`config.mk`:
```
export PLATFORM = sky130hd
export DESIGN_NAME = dot_acc_ctrl
export DESIGN_NICKNAME = d
export VERILOG_FILES = /design/src/rtl/dot_acc_ctrl.sv
export SDC_FILE = /design/constraint.sdc
export NUM_CORES = 1
export LEC_CHECK = 0
export BUFFER_PORTS_ARGS = -buffer_cell sky130_fd_sc_hd__buf_2
export CORE_ASPECT_RATIO = 0.75
export CORE_MARGIN = 1.5
export CORE_UTILIZATION = 42
export DETAILED_ROUTE_END_ITERATION = 10
export GPL_ROUTABILITY_DRIVEN = 1
export GPL_TIMING_DRIVEN = 1
export MAX_ROUTING_LAYER = met4
export PLACE_DENSITY = 0.77
export SLEW_MARGIN = 5
export SYNTH_ARGS = -nofsm -noshare
export SYNTH_HDL_FRONTEND = slang
export SYNTH_SLANG_ARGS = --single-unit
export TNS_END_PERCENT = 100
```
`constraint.sdc`:
```
create_clock -name clk -period 2.1 [get_ports clk]
set_input_delay 0.42 -clock clk [delete_from_list [all_inputs] [get_ports clk]]
set_output_delay 0.42 -clock clk [all_outputs]
set_load 0.05 [all_outputs]
```
`src/rtl/dot_acc_ctrl.sv`:
```
// dot_acc_ctrl: sequential accumulation controller around a 2-lane 8-bit MAC.
// Ports: clk, rst_n (async low); in_valid/in_ready + in_a0/a1/b0/b1 beat
// input; mac_a*/mac_b*/mac_csum_in to the MAC, mac_csum_out from it;
// out_valid/out_ready + out_sum result. Optional macro DOT_ACC_OVF_EN adds
// an exact shadow sum and the out_ovf output.
module dot_acc_ctrl #(
    parameter int K_PAIRS = 8,
    parameter int ACC_W   = 16
) (
    input  logic                    clk,
    input  logic                    rst_n,
    input  logic                    in_valid,
    output logic                    in_ready,
    input  logic signed [7:0]       in_a0,
    input  logic signed [7:0]       in_a1,
    input  logic signed [7:0]       in_b0,
    input  logic signed [7:0]       in_b1,
    output logic signed [7:0]       mac_a0,
    output logic signed [7:0]       mac_a1,
    output logic signed [7:0]       mac_b0,
    output logic signed [7:0]       mac_b1,
    output logic signed [ACC_W-1:0] mac_csum_in,
    input  logic signed [ACC_W-1:0] mac_csum_out,
    output logic                    out_valid,
    input  logic                    out_ready,
    output logic signed [ACC_W-1:0] out_sum
`ifdef DOT_ACC_OVF_EN
    ,
    output logic                    out_ovf
`endif
);

    localparam int CW = (K_PAIRS > 1) ? $clog2(K_PAIRS) : 1;

    typedef enum logic {ACCUM, HOLD} state_t;

    state_t                 state;
    logic [CW-1:0]          beat_cnt;
    logic signed [ACC_W-1:0] acc;
    logic                   last;

    assign mac_a0 = in_a0;
    assign mac_a1 = in_a1;
    assign mac_b0 = in_b0;
    assign mac_b1 = in_b1;

    // Beat 0 feeds zero, so no clear cycle is needed between results.
    assign mac_csum_in = (beat_cnt == '0) ? '0 : acc;

    assign in_ready = (state == ACCUM);
    assign last     = (beat_cnt == CW'(K_PAIRS - 1));

`ifdef DOT_ACC_OVF_EN
    localparam int SW = 18 + $clog2(K_PAIRS);

    logic signed [SW-1:0] shadow;
    logic signed [SW-1:0] base;
    logic signed [SW-1:0] exact;
    logic signed [15:0]   a0x, a1x, b0x, b1x;
    logic signed [15:0]   p0, p1;
    logic signed [16:0]   psum;
    logic                 ovf;

    assign a0x  = {{8{in_a0[7]}}, in_a0};
    assign a1x  = {{8{in_a1[7]}}, in_a1};
    assign b0x  = {{8{in_b0[7]}}, in_b0};
    assign b1x  = {{8{in_b1[7]}}, in_b1};
    assign p0   = a0x * b0x;
    assign p1   = a1x * b1x;
    assign psum = {p0[15], p0} + {p1[15], p1};
    assign base = (beat_cnt == '0) ? '0 : shadow;
    assign exact = base + {{(SW-17){psum[16]}}, psum};

    // Out of 16-bit range when the bits above the result sign disagree.
    assign ovf = (exact[SW-1:ACC_W-1] != '0) &&
                 (exact[SW-1:ACC_W-1] != '1);
`endif

    always_ff @(posedge clk or negedge rst_n) begin
        if (!rst_n) begin
            state     <= ACCUM;
            beat_cnt  <= '0;
            acc       <= '0;
            out_valid <= 1'b0;
            out_sum   <= '0;
`ifdef DOT_ACC_OVF_EN
            shadow    <= '0;
            out_ovf   <= 1'b0;
`endif
        end else begin
            unique case (state)
                ACCUM: begin
                    if (in_valid) begin
                        if (last) begin
                            out_sum   <= mac_csum_out;
                            beat_cnt  <= '0;
                            out_valid <= 1'b1;
                            state     <= HOLD;
`ifdef DOT_ACC_OVF_EN
                            out_ovf   <= ovf;
`endif
                        end else begin
                            acc      <= mac_csum_out;
                            beat_cnt <= beat_cnt + CW'(1);
`ifdef DOT_ACC_OVF_EN
                            shadow   <= exact;
`endif
                        end
                    end
                end
                HOLD: begin
                    if (out_ready) begin
                        out_valid <= 1'b0;
                        state     <= ACCUM;
                    end
                end
                default: state <= ACCUM;
            endcase
        end
    end

endmodule

```
==> metrics.cfg <==
[status]
outcome=finished clean

[finish]
final.fill_count=389
syn_to_final_growth_pct=13.0
diodes=0
layout_common_cells=buf_2, dfrtp_1, mux2_2
mostFrequentLayoutCell=buf_2
drive_gt1_frac=0.589
fin_area_um2=2060
final_nets=224
instances_no_fill=223

[floorplan]
ioPinCount=118
die_w_um=79.1
coreArea_um2=4100
num_rows=20
die_area_um2=4750
start_util=0.445
die_h_um=60.1

[timing]
fin_skew_ns=0.00165
timing.final.hold_violations=0
fin_crit_sh=0.944
worst_pin_slew_ns=0.466
rsz0062_at_grt=false
slew_viol_final=0
tns_ns=0
max_freq_mhz=505
slew_headroom=0.689
setup_viol=0
period_needed_ns=1.98

[clock_network]
cts_root_buffer=clkbuf_8
cts_buffer_depth=2
insertion_delay_ns=0.29
cts_resized=0
htreeDepth=2
cts_sinks=37
cts_buffers=5
cts_tree=built
cts_hold_buffers=0
clk_pin_slew_worst_paths_ns=0.07
cts_setup_buffers=0

[pwr]
p_sw_frac=0.497
p_leak_nw=1.02
p_int_mw=2.03
power_frac_comb=0.585
switching_power_mw=2.00
power_density_nw_per_um2=1960
ir_worst_vdd_mv=1.05
power.clock.fraction=0.123
seqPwrFrac=0.292

[routing]
drt_iter0_drc=36
post_drt_wl_per_cell_um=15.6
first_pass_iters=4
vias=1106
viasPerCell=4.96
route.detailed.drc=0
drt_wl_total_um=3480
drtAntennaViolNets=0

[global_route]
grt_max_degree=38
grtUsageTotal=0.165
grt_pass1_vias=1165
grt_overflow=0
grt_antenna_before_repair=0
grt_pass1_wl_um=5510

[synth]
yosysWarnings=0
synth-seq-cells=37
yosysSeqAreaShare=0.508
netlist_area_um2=1820
synthTopCellsByArea=dfrtp_1, mux2_2, buf_4, and2_1, ha_1
netlist.area_leader.share=0.508
syn_nets=196
syn_area_per_cell_um2=13.0
syn_inst=140
synth_cell_types=17
yosysTopAreaCell=dfrtp_1

[placement]
hpwlAfterDp_um=2430
portBuffers=53
place_area_um2=1940
numPlacedInstances=216
gp_congestion=0.702

[setup_path]
start_kind=flip-flop
cp-end-kind=output port
critical_path.slowest_cell=dfrtp_1
arrival_ns=1.56
regToRegSetupSlack_ns=0.35
cpPeakStageDelay_ns=0.39
critPathKind=reg -> out
crit_fanout=12
critical_path.cell_chain=inv_1, ha_1, nand2b_4, buf_12, and2_1, clkbuf_4
required_ns=1.68

[min_path]
hp-class=in -> async

[flow_run]
maxCapViolations=0

-- synthesized netlist by cell type --
cell,count
dfrtp_1,37
buf_4,33
mux2_2,33
and2_1,16
ha_1,4
inv_1,4
o21ai_0,3
a21oi_1,1
buf_6,1
clkbuf_1,1
nand2b_1,1
nand3b_4,1
nor2b_1,1
nor3b_4,1
o22ai_1,1
or4b_2,1
or4bb_1,1
-- metal layers --
layer,wire length (um),track usage,vias to the layer above
li1,-,-,494
met3,291,0.0458,32
met2,1610,0.252,46
met5,0,-,-
met4,212,0.135,0
met1,1370,0.182,534
-- layout make-up --
| type | instances | area, um2 | share of cell area |
|---|---|---|---|
| sequential | 37 | 926 | 0.449 |
| multi-input combinational | 64 | 628 | 0.305 |
| timing repair buffer | 56 | 338 | 0.164 |
| clock buffer | 7 | 86.3 | 0.0419 |
| tap | 55 | 68.8 | 0.0334 |
| inverter | 4 | 15.0 | 0.00728 |
-- flip-flops by register name, summed over array words and instances (netlist names) --
| register | cells |
|---|---|
| acc | 16 |
| out_valid | 1 |
| out_sum | 16 |
| beat_cnt | 3 |
| state | 1 |
-- worst max-delay path: cells and delay by family (launching register included) --
kind | cells | cell delay [ns]
adders and majority gates | 1 | 0.20
buffers and inverters | 3 | 0.43
DFF | 1 | 0.39
and+or+nand+nor | 2 | 0.25
-- cell families after synthesis --
logic type | count (synthesis) | share of synthesized area
AOI/OAI and AO/OA | 5 | 0.0144
and+or+nand+nor | 22 | 0.0947
muxes | 33 | 0.204
DFF | 37 | 0.508
adders and majority gates | 4 | 0.0274
buffers and inverters | 39 | 0.152
-- metrics by stage --
stage / worst slack [ns] / util / hold WS (ns) / power [mW]
after detailed placement: 0.350 / 0.473 / 0.488 / 3.48
final: 0.118 / 0.502 / 0.156 / 4.03
after CTS: 0.0347 / 0.495 / 0.181 / 4.00
after global routing: 0.0425 / 0.502 / 0.201 / 4.25
after floorplan: 0.313 / - / 0.124 / 3.10
after global placement: 0.378 / 0.473 / 0.484 / 3.46
-- path summary, 6_finish.rpt --
path,start,end,depth (start not counted)
setup / recovery,beat_cnt[1],mac_csum_in[15],6
hold / removal,rst_n,out_sum[13],2
setup reg to reg,beat_cnt[0],acc[7],5
hold reg to reg,out_sum[13],out_sum[13],1
max in group asynchronous,rst_n,out_sum[1],2
min in group clk,out_ready,state,2
-- power groups by stage --
| stage | clock, mW | combinational, mW | sequential, mW |
|---|---|---|---|
| 2_1_floorplan | 0 | 1.39 | 1.71 |
| 3_3_place_gp | 0 | 2.27 | 1.18 |
| 3_5_place_dp | 0 | 2.30 | 1.18 |
| 4_1_cts | 0.511 | 2.31 | 1.18 |
| 5_1_grt | 0.547 | 2.48 | 1.22 |
| 6_report | 0.496 | 2.36 | 1.18 |
Power figures use the tool's default switching activity.
